`src/rtl/bit32_logic_serial.sv`:
```
// Byte-serial 32-bit AND/OR/XOR/NOR unit. A single SLICE-bit slice is reused across the lanes, LSB first.
// Define LOGIC_SERIAL_ZF_EN to build the registered zero flag output zf.
module bit32_logic_serial #(
  parameter int WIDTH = 32,
  parameter int SLICE = 8
) (
  input  logic             clk,
  input  logic             rst_n,
  input  logic             in_valid,
  output logic             in_ready,
  input  logic [WIDTH-1:0] a,
  input  logic [WIDTH-1:0] b,
  input  logic [1:0]       op,
  output logic             out_valid,
  input  logic             out_ready,
  output logic [WIDTH-1:0] s
`ifdef LOGIC_SERIAL_ZF_EN
  ,
  output logic             zf
`endif
);

  localparam int NSLICE = WIDTH / SLICE;
  localparam int CW     = (NSLICE > 1) ? $clog2(NSLICE) : 1;

  typedef enum logic [1:0] {
    IDLE = 2'd0,
    RUN  = 2'd1,
    DONE = 2'd2
  } state_t;

  state_t             state_q, state_d;
  logic [CW-1:0]      cnt_q, cnt_d;
  logic [WIDTH-1:0]   a_q, a_d;
  logic [WIDTH-1:0]   b_q, b_d;
  logic [1:0]         op_q, op_d;
  logic [WIDTH-1:0]   s_q, s_d;
`ifdef LOGIC_SERIAL_ZF_EN
  logic               zf_q, zf_d;
`endif

  function automatic logic [SLICE-1:0] slice_fn(input logic [SLICE-1:0] x,
                                                 input logic [SLICE-1:0] y,
                                                 input logic [1:0]       f);
    case (f)
      2'b00:   slice_fn = x & y;
      2'b01:   slice_fn = x | y;
      2'b10:   slice_fn = x ^ y;
      default: slice_fn = ~(x | y);
    endcase
  endfunction

  always_comb begin
    state_d = state_q;
    cnt_d   = cnt_q;
    a_d     = a_q;
    b_d     = b_q;
    op_d    = op_q;
    s_d     = s_q;
`ifdef LOGIC_SERIAL_ZF_EN
    zf_d    = zf_q;
`endif
    case (state_q)
      IDLE: begin
        if (in_valid) begin
          a_d     = a;
          b_d     = b;
          op_d    = op;
          s_d     = '0;
          cnt_d   = '0;
          state_d = RUN;
`ifdef LOGIC_SERIAL_ZF_EN
          zf_d    = 1'b0;
`endif
        end
      end
      RUN: begin
        // Constant lane indices keep the slice mux free of variable part-selects.
        for (int i = 0; i < NSLICE; i++) begin
          if (cnt_q == CW'(i)) begin
            s_d[i*SLICE +: SLICE] = slice_fn(a_q[i*SLICE +: SLICE], b_q[i*SLICE +: SLICE], op_q);
          end
        end
        if (cnt_q == CW'(NSLICE - 1)) begin
          cnt_d   = '0;
          state_d = DONE;
`ifdef LOGIC_SERIAL_ZF_EN
          zf_d    = (s_d == '0);
`endif
        end else begin
          cnt_d = cnt_q + 1'b1;
        end
      end
      DONE: begin
        if (out_ready) begin
          state_d = IDLE;
        end
      end
      default: begin
        state_d = IDLE;
        cnt_d   = '0;
      end
    endcase
  end

  always_ff @(posedge clk or negedge rst_n) begin
    if (!rst_n) begin
      state_q <= IDLE;
      cnt_q   <= '0;
      a_q     <= '0;
      b_q     <= '0;
      op_q    <= 2'b00;
      s_q     <= '0;
`ifdef LOGIC_SERIAL_ZF_EN
      zf_q    <= 1'b0;
`endif
    end else begin
      state_q <= state_d;
      cnt_q   <= cnt_d;
      a_q     <= a_d;
      b_q     <= b_d;
      op_q    <= op_d;
      s_q     <= s_d;
`ifdef LOGIC_SERIAL_ZF_EN
      zf_q    <= zf_d;
`endif
    end
  end

  assign in_ready  = (state_q == IDLE);
  assign out_valid = (state_q == DONE);
  assign s         = s_q;
`ifdef LOGIC_SERIAL_ZF_EN
  assign zf        = zf_q;
`endif

endmodule

```
`config.mk`:
```
export PLATFORM = sky130hd
export DESIGN_NAME = bit32_logic_serial
export DESIGN_NICKNAME = d
export VERILOG_FILES = /design/src/rtl/bit32_logic_serial.sv
export SDC_FILE = /design/constraint.sdc
export NUM_CORES = 1
export LEC_CHECK = 0
export ABC_CLOCK_PERIOD_IN_PS = 1720
export CORE_ASPECT_RATIO = 0.7
export CORE_MARGIN = 2
export CORE_UTILIZATION = 50
export DETAILED_ROUTE_END_ITERATION = 10
export GPL_TIMING_DRIVEN = 0
export MAX_ROUTING_LAYER = met4
export PLACE_DENSITY = 0.76
export SYNTH_ARGS = -nofsm -noshare
export SYNTH_HDL_FRONTEND = slang
export SYNTH_SLANG_ARGS = --single-unit
```
`constraint.sdc`:
```
create_clock -name clk -period 1.72 [get_ports clk]
set_input_delay 0.258 -clock clk [delete_from_list [all_inputs] [get_ports clk]]
set_output_delay 0.258 -clock clk [all_outputs]
set_load 0.01 [all_outputs]
```
==> results of run 1 <==
worst paths after layout:
check / start / to / slack (ps) / cells after the start
hold / removal: b[15] / b_q[15]$_DFFE_PN0P_ / 450 / 3
max in group asynchronous: rst_n / b_q[12]$_DFFE_PN0P_ / 510 / 3
setup / recovery: state_q[0]$_DFFE_PN0P_ / out_valid / 50 / 4
hold reg to reg: s[2]$_DFFE_PN0P_ / s[2]$_DFFE_PN0P_ / 480 / 1
min in group asynchronous: rst_n / s[6]$_DFFE_PN0P_ / 510 / 2
setup reg to reg: op_q[1]$_DFFE_PN0P_ / s[21]$_DFFE_PN0P_ / 140 / 4
per-layer routing:
| metal | routed length [µm] | part of all wire | global-route usage | vias to the layer above |
|---|---|---|---|---|
| met5 | 0 | 0 | - | - |
| met4 | 197 | 0.012 | 0.0668 | 0 |
| met3 | 1020 | 0.063 | 0.0516 | 17 |
| met2 | 7540 | 0.47 | 0.430 | 152 |
| met1 | 7350 | 0.46 | 0.351 | 2403 |
| li1 | - | - | - | 2340 |
cell usage in the layout, fill, tap and decap left out, drive strengths merged, types with 6 or more instances in the layout:
cell           netlist  routed
o21ai               87      87
buf                 32      34
ha                  68      68
nor2                36      36
a21o                16      16
o22ai               11      11
nor2b               21      21
clkbuf               3      15
o221ai               7       7
and2b                6       6
nor3                13      13
clkdlybuf4s50        0     100
a221o                8       8
a21oi               13      13
nand2               87      87
dfrtp              102     102
mux2i                9       9
a2111oi              6       6
a211oi               7       7
inv                 76      76
cell type report:
cell class	instances	area share
multi-input combinational	418	0.388
sequential	102	0.332
timing repair buffer	105	0.138
buffer	35	0.0401
inverter	76	0.0371
clock buffer	12	0.0333
tap	157	0.0255
clock inverter	4	0.00585
what timing repair did:
item,in CTS,in global routing
hold buffers,1,0
setup buffers,0,0
resized for setup,9,5
endpoints found under the setup margin,4,12
hold endpoints to repair,49,0
cell families after synthesis:
kind of cell	synth area share
AO/OA/AOI/OAI	0.193
flip-flops	0.417
adder cells (fa/ha/maj)	0.139
AND/OR/NAND/NOR	0.136
multiplexers	0.0196
buffers and inverters	0.0951
report_power, final:
part	switching [mW]	internal, mW	total, mW
sequential	0.716	3.49	4.21
clock	0.898	1.20	2.10
combinational	4.29	3.41	7.70
total	5.90	8.10	14.0
registers in the layout (all words and copies together) (netlist names):
register	flops
a_q	32
state_q	2
cnt_q	2
b_q	32
op_q	2
s	32
worst reg2reg max path: cells and delay by family (launching register included):
kind / cells / cell delay [ps]
buf+inv: 2 / 740
compound gates: 2 / 410
flops: 1 / 330
==> report_table.html, run 1 <==
<table>
<tr><th>Metric</th><th>Value</th></tr>
<tr><th colspan="2">Outcome</th></tr>
<tr><td>Result of the run</td><td>finished clean</td></tr>
<tr><th colspan="2">Place</th></tr>
<tr><td>Total placed cells including tap cells</td><td>around 890</td></tr>
<tr><td>Worst slack at placement</td><td>-127 ps</td></tr>
<tr><td>DP Area</td><td>7370 µm²</td></tr>
<tr><td>Dpl hpwl</td><td>11,600 µm</td></tr>
<tr><td>Port Buffers</td><td>103</td></tr>
<tr><td>Weighted congestion at the end of routability-driven global placement</td><td>0.882</td></tr>
<tr><th colspan="2">Finish</th></tr>
<tr><td>Area used by sequential logic in the layout</td><td>2550 µm²</td></tr>
<tr><td>Area used by multi-input combinational logic</td><td>2990 µm²</td></tr>
<tr><td>Fin util</td><td>0.652</td></tr>
<tr><td>Area growth from synthesis to final layout</td><td>25.8%</td></tr>
<tr><td>Ratio of cells with drive above 1 in the final layout</td><td>0.149</td></tr>
<tr><td>Number of antenna repair diodes</td><td>0</td></tr>
<tr><td>Number of cells in the finished layout apart from fillers</td><td>909</td></tr>
<tr><td>Design Area, Final</td><td>7700 µm²</td></tr>
<tr><td>Count of fill cells added during filler insertion</td><td>about 960</td></tr>
<tr><td>Nets</td><td>roughly 900</td></tr>
<tr><th colspan="2">Clocking</th></tr>
<tr><td>Insertion delay of the later-clocked pin in the worst-skew pair</td><td>between 300 and 400 ps</td></tr>
<tr><td>TritonCTS clock tree</td><td>built</td></tr>
<tr><td>Count of H-tree levels built during CTS</td><td>3</td></tr>
<tr><td>Number of buffers inserted during clock tree synthesis</td><td>9</td></tr>
<tr><td>Clock tree sinks</td><td>102</td></tr>
<tr><td>CTS clock-pin slew for the worst setup and hold paths</td><td>70 ps</td></tr>
<tr><td>Root Buffer</td><td>sky130_fd_sc_hd__clkbuf_16</td></tr>
<tr><td>Clock tree buffer depth</td><td>2</td></tr>
<tr><th colspan="2">Logic synthesis</th></tr>
<tr><td>Dominant synthesized flop cell</td><td>sky130_fd_sc_hd__dfrtp_1</td></tr>
<tr><td>Top-area cell type share of the netlist area</td><td>0.417</td></tr>
<tr><td>Synth unique cells</td><td>between 40 and 50</td></tr>
<tr><td>Average cell area after synthesis</td><td>9.70 µm²</td></tr>
<tr><td>Post-Synthesis Cells</td><td>631</td></tr>
<tr><td>Netlist area before placement</td><td>around 6100 µm²</td></tr>
<tr><td>List of most frequent post-synthesis cells</td><td>sky130_fd_sc_hd__dfrtp_1 (102), sky130_fd_sc_hd__nand2_1 (85), sky130_fd_sc_hd__inv_1 (75)</td></tr>
<tr><td>Cell types with the largest area share after synthesis</td><td>sky130_fd_sc_hd__dfrtp_1 (42%), sky130_fd_sc_hd__ha_1 (14%), sky130_fd_sc_hd__o21ai_2 (5.7%), sky130_fd_sc_hd__nand2_1 (5.2%), sky130_fd_sc_hd__inv_1 (4.6%)</td></tr>
<tr><td>Count of yosys warnings during synthesis</td><td>0</td></tr>
<tr><td>Area leader, netlist</td><td>sky130_fd_sc_hd__dfrtp_1</td></tr>
<tr><td>Synth async-reset ratio</td><td>1.00</td></tr>
<tr><td>Post-synthesis register bit count</td><td>slightly above 100</td></tr>
<tr><td>Total nets after synthesis</td><td>769</td></tr>
<tr><td>Dominant cell by count in the synthesized netlist</td><td>sky130_fd_sc_hd__dfrtp_1</td></tr>
<tr><td>Portion of the post-synthesis area used by sequential elements</td><td>0.417</td></tr>
<tr><td>Number of synthesized flops with an enable pin</td><td>0</td></tr>
<tr><th colspan="2">Global route</th></tr>
<tr><td>Number of antenna violations at the first check in global routing</td><td>0</td></tr>
<tr><td>Overall global routing resource usage</td><td>0.267</td></tr>
<tr><td>Maximum number of pins on one net before global-route repair</td><td>54</td></tr>
<tr><td>First-pass GRT wire length</td><td>25,900 µm</td></tr>
<tr><td>Number of global-route vias before repair</td><td>5,054</td></tr>
<tr><td>Remaining global-route overflow</td><td>0</td></tr>
<tr><th colspan="2">Critical path</th></tr>
<tr><td>CP Data Required Time</td><td>1460 ps</td></tr>
<tr><td>Crit path max fanout</td><td>10</td></tr>
<tr><td>Series of cell instances along the critical path</td><td>clkbuf_4 -&gt; buf_6 -&gt; nor2_2 -&gt; clkdlybuf4s15_2</td></tr>
<tr><td>Crit path largest cell delay</td><td>380 ps</td></tr>
<tr><td>Endpoint arrival time on the critical path</td><td>1420 ps</td></tr>
<tr><td>Top delay family on crit path</td><td>buffers and inverters</td></tr>
<tr><td>Type of destination of the critical path</td><td>primary output</td></tr>
<tr><td>Type of origin of the critical path</td><td>flip-flop</td></tr>
<tr><td>Slowest stage cell, crit path</td><td>sky130_fd_sc_hd__dfrtp_1</td></tr>
<tr><td>Buffers and inverters on the worst path</td><td>3</td></tr>
<tr><td>Critical path class</td><td>flip-flop to primary output</td></tr>
<tr><th colspan="2">Floorplanning</th></tr>
<tr><td>Core Rows</td><td>33</td></tr>
<tr><td>Die Area</td><td>around 13,000 µm²</td></tr>
<tr><td>Height of the die</td><td>between 90 and 100 µm</td></tr>
<tr><td>Core box area</td><td>roughly 12,000 µm²</td></tr>
<tr><td>Overall die width</td><td>136 µm</td></tr>
<tr><td>Effective utilization at floorplan</td><td>0.518</td></tr>
<tr><td>IO Pins</td><td>104</td></tr>
<tr><th colspan="2">Worst hold path</th></tr>
<tr><td>Kind of path behind the tightest hold check</td><td>input port to flip-flop</td></tr>
<tr><th colspan="2">STA</th></tr>
<tr><td>Relative max-transition margin</td><td>0.518</td></tr>
<tr><td>Worst setup margin</td><td>46.2 ps</td></tr>
<tr><td>Total of endpoints with negative setup slack in the final report</td><td>0</td></tr>
<tr><td>Setup repair after global routing missed its margin</td><td>no</td></tr>
<tr><td>Fraction of the cycle the final worst path needs</td><td>0.973</td></tr>
<tr><td>Highest attainable clock frequency</td><td>597 MHz</td></tr>
<tr><td>Smallest hold slack</td><td>452 ps</td></tr>
<tr><td>Worst Max-Slew Pin Slew</td><td>just over 700 ps</td></tr>
<tr><td>Final TNS setup</td><td>0 ps</td></tr>
<tr><td>Worst Clk Skew</td><td>6.01 ps</td></tr>
<tr><td>Post-layout min period</td><td>1670 ps</td></tr>
<tr><td>Hold violation count in the final report</td><td>0</td></tr>
<tr><td>Final count of pins violating max slew</td><td>0</td></tr>
<tr><th colspan="2">Pwr</th></tr>
<tr><td>Overall Power</td><td>14.0 mW</td></tr>
<tr><td>Static leakage</td><td>between 3 and 4 nW</td></tr>
<tr><td>Worst VDD drop</td><td>0.000787 V</td></tr>
<tr><td>P per Cell Area</td><td>1820 nW/µm²</td></tr>
<tr><th colspan="2">Routing</th></tr>
<tr><td>Average wire per standard cell</td><td>17.7 µm</td></tr>
<tr><td>Total number of vias</td><td>4,912</td></tr>
<tr><td>Antenna-violating nets left</td><td>0</td></tr>
<tr><td>Initial drt markers</td><td>296</td></tr>
<tr><td>First-pass DRT Iterations</td><td>5</td></tr>
<tr><td>Final routed DRC violation total</td><td>0</td></tr>
<tr><td>Overall routed net length</td><td>16,100 µm</td></tr>
<tr><td>Via/cell ratio</td><td>5.40</td></tr>
<tr><th colspan="2">Job</th></tr>
<tr><td>Count of max-cap constraint violations</td><td>0</td></tr>
</table>
Power figures use the tool's default switching activity.
==> run 2: changes to the inputs <==
- CTS_CLUSTER_SIZE: unset -> 25
==> results of run 2 <==
The final DEF is identical to that of run 1; final timing and power are the same.
